### src/rtl/exc_ctrl_pkg.sv
// Shared definitions for the pipeline exception/stall controller:
// exception type codes, ExcCode values, stall masks and reset defaults.
package exc_ctrl_pkg;

  localparam logic [31:0] EXC_INTERRUPT = 32'h0000_0001;
  localparam logic [31:0] EXC_SYSCALL   = 32'h0000_0008;
  localparam logic [31:0] EXC_RI        = 32'h0000_000a;
  localparam logic [31:0] EXC_OV        = 32'h0000_000c;
  localparam logic [31:0] EXC_TRAP      = 32'h0000_000d;
  localparam logic [31:0] EXC_ERET      = 32'h0000_000e;

  localparam logic [4:0] CODE_INT  = 5'd0;
  localparam logic [4:0] CODE_SYS  = 5'd8;
  localparam logic [4:0] CODE_RI   = 5'd10;
  localparam logic [4:0] CODE_OV   = 5'd12;
  localparam logic [4:0] CODE_TRAP = 5'd13;

  localparam logic [5:0] STALL_MEM  = 6'b011111;
  localparam logic [5:0] STALL_EX   = 6'b001111;
  localparam logic [5:0] STALL_ID   = 6'b000111;
  localparam logic [5:0] STALL_IF   = 6'b000011;
  localparam logic [5:0] STALL_NONE = 6'b000000;

  localparam logic [31:0] DEF_RESET_EBASE   = 32'h0000_0000;
  localparam logic [31:0] DEF_VECTOR_OFFSET = 32'h0000_0020;

  localparam logic Stop   = 1'b1;
  localparam logic NoStop = 1'b0;

  typedef enum logic [0:0] {
    ST_RUN   = 1'b0,
    ST_FLUSH = 1'b1
  } state_e;

  typedef struct packed {
    logic       take;
    logic       eret;
    logic [4:0] code;
  } exc_dec_t;

  // Unrecognised nonzero types decode to nothing so they are silently ignored.
  function automatic exc_dec_t exc_decode(input logic [31:0] etype);
    exc_dec_t d;
    d = '0;
    case (etype)
      EXC_INTERRUPT: begin d.take = 1'b1; d.code = CODE_INT;  end
      EXC_SYSCALL:   begin d.take = 1'b1; d.code = CODE_SYS;  end
      EXC_RI:        begin d.take = 1'b1; d.code = CODE_RI;   end
      EXC_OV:        begin d.take = 1'b1; d.code = CODE_OV;   end
      EXC_TRAP:      begin d.take = 1'b1; d.code = CODE_TRAP; end
      EXC_ERET:      begin d.eret = 1'b1; end
      default:       d = '0;
    endcase
    return d;
  endfunction

endpackage

### src/rtl/exc_stall_arb.sv
// Combinational priority encoder: the oldest requesting stage decides how
// much of the pipeline front end is frozen.
module exc_stall_arb
  import exc_ctrl_pkg::*;
(
  input  logic       stallreq_if_i,
  input  logic       stallreq_id_i,
  input  logic       stallreq_ex_i,
  input  logic       stallreq_mem_i,
  output logic [5:0] stall_o
);

  // Priority chain, MEM oldest.
  always_comb begin
    stall_o = STALL_NONE;
    if (stallreq_mem_i == Stop) begin
      stall_o = STALL_MEM;
    end else if (stallreq_ex_i == Stop) begin
      stall_o = STALL_EX;
    end else if (stallreq_id_i == Stop) begin
      stall_o = STALL_ID;
    end else if (stallreq_if_i == Stop) begin
      stall_o = STALL_IF;
    end else begin
      stall_o = STALL_NONE;
    end
  end

endmodule

### src/rtl/exc_ctrl.sv
// Pipeline control: stall arbitration, exception/eret flush and redirect,
// and ownership of EPC, EBASE, Cause.ExcCode, Cause.BD and Status.EXL.
module exc_ctrl
  import exc_ctrl_pkg::*;
#(
  parameter logic [31:0] RESET_EBASE   = DEF_RESET_EBASE,
  parameter logic [31:0] VECTOR_OFFSET = DEF_VECTOR_OFFSET
) (
  input  logic        clk,
  input  logic        rst,
  input  logic        stallreq_if,
  input  logic        stallreq_id,
  input  logic        stallreq_ex,
  input  logic        stallreq_mem,
  input  logic [31:0] excepttype_i,
  input  logic [31:0] cur_inst_addr_i,
  input  logic        in_delayslot_i,
  input  logic        csr_we,
  input  logic        csr_sel,
  input  logic [31:0] csr_wdata,
  output logic [5:0]  stall,
  output logic        flush,
  output logic [31:0] new_pc,
  output logic [31:0] epc_o,
  output logic [31:0] ebase_o,
  output logic [4:0]  exccode_o,
  output logic        bd_o,
  output logic        exl_o
);

  state_e      state_q, state_d;
  logic [31:0] epc_q, epc_d;
  logic [31:0] ebase_q, ebase_d;
  logic [4:0]  exccode_q, exccode_d;
  logic        bd_q, bd_d;
  logic        exl_q, exl_d;
  exc_dec_t    dec_s;
  logic [5:0]  arb_stall_s;

  assign dec_s = exc_decode(excepttype_i);

  exc_stall_arb u_stall_arb (
    .stallreq_if_i  (stallreq_if),
    .stallreq_id_i  (stallreq_id),
    .stallreq_ex_i  (stallreq_ex),
    .stallreq_mem_i (stallreq_mem),
    .stall_o        (arb_stall_s)
  );

  // Next-state, CSR update and combinational flush/redirect/stall.
  always_comb begin
    state_d   = state_q;
    epc_d     = epc_q;
    ebase_d   = ebase_q;
    exccode_d = exccode_q;
    bd_d      = bd_q;
    exl_d     = exl_q;
    flush     = 1'b0;
    new_pc    = 32'h0000_0000;
    stall     = STALL_NONE;

    if (csr_we) begin
      if (csr_sel) begin
        ebase_d = csr_wdata;
      end else begin
        epc_d = csr_wdata;
      end
    end else begin
      ebase_d = ebase_q;
    end

    case (state_q)
      ST_RUN: begin
        if (dec_s.take) begin
          flush     = 1'b1;
          new_pc    = ebase_q + VECTOR_OFFSET;
          exccode_d = dec_s.code;
          state_d   = ST_FLUSH;
          // A nested exception keeps the original return point.
          if (!exl_q) begin
            epc_d = in_delayslot_i ? (cur_inst_addr_i - 32'd4) : cur_inst_addr_i;
            bd_d  = in_delayslot_i;
            exl_d = 1'b1;
          end else begin
            epc_d = epc_q;
          end
        end else if (dec_s.eret) begin
          flush   = 1'b1;
          new_pc  = epc_q;
          exl_d   = 1'b0;
          state_d = ST_FLUSH;
        end else begin
          stall = arb_stall_s;
        end
      end
      // Bubbles from killed stages arrive here; ignore them.
      ST_FLUSH: begin
        state_d = ST_RUN;
      end
      default: begin
        state_d = ST_RUN;
      end
    endcase
  end

  // State and CSR registers.
  always_ff @(posedge clk) begin
    if (rst) begin
      state_q   <= ST_RUN;
      epc_q     <= 32'h0000_0000;
      ebase_q   <= RESET_EBASE;
      exccode_q <= 5'd0;
      bd_q      <= 1'b0;
      exl_q     <= 1'b0;
    end else begin
      state_q   <= state_d;
      epc_q     <= epc_d;
      ebase_q   <= ebase_d;
      exccode_q <= exccode_d;
      bd_q      <= bd_d;
      exl_q     <= exl_d;
    end
  end

  assign epc_o     = epc_q;
  assign ebase_o   = ebase_q;
  assign exccode_o = exccode_q;
  assign bd_o      = bd_q;
  assign exl_o     = exl_q;

endmodule

### config.mk
export PLATFORM = sky130hd
export DESIGN_NAME = exc_ctrl
export DESIGN_NICKNAME = d
export VERILOG_FILES = /design/src/rtl/exc_ctrl_pkg.sv /design/src/rtl/exc_stall_arb.sv /design/src/rtl/exc_ctrl.sv
export SDC_FILE = /design/constraint.sdc
export NUM_CORES = 1
export LEC_CHECK = 0
export BUFFER_PORTS_ARGS = -buffer_cell sky130_fd_sc_hd__buf_2
export CAP_MARGIN = 10
export CELL_PAD_IN_SITES_DETAIL_PLACEMENT = 1
export CELL_PAD_IN_SITES_GLOBAL_PLACEMENT = 2
export CORE_MARGIN = 8
export CORE_UTILIZATION = 28
export CTS_BUF_LIST = sky130_fd_sc_hd__clkbuf_8
export CTS_CLUSTER_DIAMETER = 150
export CTS_CLUSTER_SIZE = 16
export DETAILED_ROUTE_END_ITERATION = 16
export GPL_TIMING_DRIVEN = 1
export PLACE_DENSITY = 0.95
export SLEW_MARGIN = 20
export SYNTH_ARGS = -nofsm -noshare
export SYNTH_HDL_FRONTEND = slang
export SYNTH_SLANG_ARGS = --single-unit
### constraint.sdc
create_clock -name clk -period 5.3 [get_ports clk]
set_input_delay 0.265 -clock clk [delete_from_list [all_inputs] [get_ports clk]]
set_output_delay 0.265 -clock clk [all_outputs]
set_load 0.05 [all_outputs]
# Word level (Yosys, flattened, before mapping)

Cells that the tools add are included.
Widths: inputs -> output; s select.

Output and inout port bits: 110
RAM bits: 0
Memory bits (read-only): 0
Input port bits: 105
Latch bits: 0
Bits in registers: 72
Memories: 0
Logic and storage cells: 48

Equality and inequality tests: 7
Shifts and indexed selects: 0
Bitwise gates (word level): 2
Mux-type cells: 25
$mul: 0
Add/sub/neg operators: 2
$lt $le $gt $ge: 0
Reduce and logical (&&, ||, !) cells: 6
Div/mod/pow operators: 0

Operator list:

| operator              | count |
|---|---|
| $mux 32               | 9 |
| $eq 32x4->1 const B   | 5 |
| $mux 6                | 6 |
| $add 32x6->32 const B | 1 |
| $eq 32x1->1 const B   | 1 |
| $sub 32x3->32 const B | 1 |
| $pmux 4 s4            | 1 |
| $mux 1                | 7 |
| $reduce_and 2->1      | 3 |
| $reduce_or 5->1       | 1 |
| $ne 3x3->1 const B    | 1 |
| $reduce_and 3->1      | 1 |
| $mux 2                | 1 |
| $not 1->1             | 2 |
| $pmux 1 s2            | 1 |
| $reduce_bool 2->1     | 1 |

# Logic depth before layout (Yosys ltp)

Depth in word-level cells: 7
Gate-level depth with buffers: 8

# Cells and area by module

Synthesis repeated with hierarchy kept, for this count alone.

Cells, all modules: 695
Area, all modules: 4991.0 um^2

By module, submodules not included:

| module        | instances | area an instance (um^2) | sequential area each (um^2) | cells each |
|---|---|---|---|---|
| exc_ctrl      | 1         | 4944.7                  | 1421.4                      | 688 |
| exc_stall_arb | 1         | 46.3                    | 0.0                         | 7 |

# Worst setup path before layout

No wires, ideal clock.

Path kind: reg-to-output
From: reg ebase_q[7] (netlist: ebase_o[7])
To: out new_pc[26]
Cell stages (with the launch flop): 6
Setup slack: 1.713 ns
Data required time: 5.035 ns
Path buffers: 0
Arrival: 3.322 ns
Cell sequence: dfxtp_1 > nand3_1 > nor4_1 > nand4_1 > xor2_1 > a211oi_1

Cells in the longest elaborated chain, start to end: 3

RTL lines:

| item                     | RTL line        | text |
|---|---|---|
| start: declaration       | exc_ctrl.sv:33  | `logic [31:0] ebase_q, ebase_d;` |
| start signal: assignment | exc_ctrl.sv:118 | `ebase_q <= ebase_d;` |
| $add 32x6->32            | exc_ctrl.sv:76  | `new_pc = ebase_q + VECTOR_OFFSET;` |
| $mux 32                  | exc_ctrl.sv:74  | `if (dec_s.take) begin` |
| $mux 32                  | exc_ctrl.sv:72  | `case (state_q)` |
| end: declaration         | exc_ctrl.sv:23  | `output logic [31:0] new_pc,` |

Every way passes these cells.

# Final worst setup path

From: reg ebase_q[5] (netlist: ebase_o[5])
To: out new_pc[19]

The elaborated chain is that of the path after synthesis.

==> run summary <==
area grow syn2layout: 31.0%
CTS tree: built
max cap viols: 0
WL met1: 8850 um
CTS Buffer Depth: 2
GPL Wtd Cong: 0.811
Core ar.: 17100 um^2
fin worst setup slack: 1920 ps
mapped cell area: 4860 um^2
routed via count: 5697
starting density of the core: 0.284
final-layout fill cell count: 2208
PD cells: 228 nW/um^2
GRT overflow: 0
boundary pin count: 215
Critical Path End Type: primary output
met2 wire length: 11000 um
critical-path cell list: ha_1 > nand4_1 > nor3_1 > nand4_1 > xor2_1 > a211oi_1 > buf_2
clk sink count: 71
first-pass GRT wire length: 34100 um
Post-CTS Setup Repair Bufs: 0
Synth Flop Type: dfxtp_1
Worst-Margin Slew: 1090 ps
routed wire length per instance: 20.9 um
chip height: 148 um
Top cell by count, worst path: nand4_1
Clock Skews: 14.5 ps
final hold violations: 0
Die ar.: 21800 um^2
Worst-Skew Late Latency: 380 ps
CTS HTree Levels: 3
post-route ant nets: 0
Hold WS: 120 ps
Hold Path Origin: csr_wdata[3]
hold crit path type: input pin to flop
Die W: 148 um
Worst slew margin: 0.266
RSZ-0062 raised after global routing: false
outcome: completed
placed instance area: 6110 um^2
nets: 933
most frequent cells in the layout: buf_2 (212), nand2_1 (95), dfxtp_1 (70)
post-synthesis sequential area ratio: 0.292
number of synthesized flops with an enable pin: 0
CP arrival: 3110 ps
vias in the first global route: 5962
I/O Buffers: 212
warnings from Yosys: 0
FFs w/ async S/R, synth: 0
CP Max Fanout: 7
largest net degree at the start of global routing: 45
Setup Slack @ Placement: 1970 ps
drt total wl: 22100 um
routed wl met3: 1810 um
Mapped Avg Cell Area: 7.58 um^2
Setup CP Type: flop to primary output
uppermost layer routed: met5
Detail Placement HPWL: 17200 um
Critical Path RT: 5040 ps
largest stage delay on the critical path: 770 ps
DR iter-0 viols: 202
Num CTS Buffers: 9
clk slew on worst S/H paths: 90 ps
Worst Path Buf+Inv: 1
post-CTS sizing: 0
Final TNS setup: 0 ps
Critical Path Start Type: flop
pins over their slew limit: 0
Via-to-Cell Ratio: 5.39
reg-to-reg startpoint: state_q
Global Route Usage Sum: 0.199
Post-Syn Instances: 641
CP startpoint: ebase_o[5]
CP max-delay cell: nor3_1
# setup viols final: 0
drt drc: 0
Yosys reg bits: 71
fin crit share: 0.637
Synth cell types: 56
initial antenna violation count: 3
Post-CTS Hold Fix Bufs: 0
router iterations before antenna repair: 4
# rows: 48
CP delay by family, top: simple AND/OR/NAND/NOR gates
share of post-route cells with drive strength above 1: 0.313
fmax: 296 MHz
P_leak: 2.66 nW
Total Power: 1.45 mW
design area: 6370 um^2
most common cell after layout, fill and taps aside: buf_2
min Tclk post-route: 3380 ps
VDD IR max: 0.000160 V
CTS root buffer: clkbuf_8
## power breakdown
part,switching (mW),total [mW],internal (mW)
combinational,0.198,0.297,0.0987
sequential,0.0333,0.590,0.556
clock,0.237,0.566,0.329
total,0.468,1.45,0.984
## registers in the layout, indices dropped and copies added (netlist names)
register	flops
bd_o	1
exccode_o	4
ebase_o	32
epc_o	32
exl_o	1
state_q	1
## final timing paths
| check | end | slack [ps] | depth (start not counted) |
|---|---|---|---|
| max | new_pc[19] | 1920 | 7 |
| min | ebase_o[3] | 120 | 3 |
| max reg2reg | epc_o[28] | 3390 | 4 |
| min reg2reg | exccode_o[2] | 450 | 2 |
## through the flow
stage / std cells / util
after floorplan: 642 / -
after global placement: 1040 / 0.357
after detailed placement: 1040 / 0.357
after CTS: 1056 / 0.372
after global routing: 1057 / 0.372
final: 1057 / 0.372
## cell families after synthesis
logic type,Yosys count,share of synthesized area
AO/OA/AOI/OAI,155,0.217
multiplexers,38,0.0808
XOR/XNOR,39,0.0703
other,1,0.000771
AND/OR/NAND/NOR,275,0.284
flip-flops,71,0.292
adder cells (fa/ha/maj),2,0.00515
buffers and inverters,60,0.0499
## worst reg2reg max path, cell delays in order (launching register included)
cell and delay (ps):
dfxtp_1 370, or4_1 540, buf_4 290, or3_1 430, o211ai_1 200
## layer usage
metal / up-vias / global-route usage
met2: 193 / 0.350
met4: 4 / 0.0566
met5: - / 0
met3: 25 / 0.0682
met1: 2764 / 0.222
li1: 2711 / -
## cell usage after synthesis, types with 2 or more instances
library cell / count / area share
a211oi_1: 46 / 0.071
a21oi_1: 58 / 0.060
a22o_1: 5 / 0.0090
and2_1: 3 / 0.0039
and3_1: 5 / 0.0064
and4_1: 3 / 0.0054
buf_1: 2 / 0.0015
buf_2: 4 / 0.0041
buf_4: 3 / 0.0046
clkbuf_1: 41 / 0.032
dfxtp_1: 71 / 0.29
ha_1: 2 / 0.0051
inv_1: 9 / 0.0069
mux2_2: 10 / 0.023
mux2i_1: 28 / 0.058
nand2_1: 95 / 0.073
nand2b_1: 11 / 0.014
nand3_1: 16 / 0.016
nand3b_1: 3 / 0.0046
nand4_1: 16 / 0.021
nand4b_1: 6 / 0.011
nor2_1: 50 / 0.039
nor2b_1: 6 / 0.0077
nor3_1: 13 / 0.013
nor3b_1: 2 / 0.0031
nor4_1: 22 / 0.028
nor4b_1: 2 / 0.0036
o211a_1: 2 / 0.0041
o211ai_1: 5 / 0.0077
o21a_1: 6 / 0.0093
o21ai_0: 4 / 0.0041
o311ai_0: 8 / 0.014
o31a_1: 7 / 0.013
o31ai_1: 3 / 0.0046
or2_2: 2 / 0.0026
or3_1: 8 / 0.010
or4_1: 8 / 0.012
xnor2_1: 16 / 0.029
xor2_1: 23 / 0.041
## final cells by class
cell class,count,area (um^2),area share
Clock buffer,10,138,0.0216
Timing Repair Buffer,224,1150,0.181
Sequential cell,71,1420,0.223
Antenna cell,1,2.50,0.000393
Tap cell,225,282,0.0442
Clock inverter,6,116,0.0183
Inverter,9,33.8,0.00531
Multi-Input combinational cell,511,3220,0.506
(Power assumes the default switching activity.)
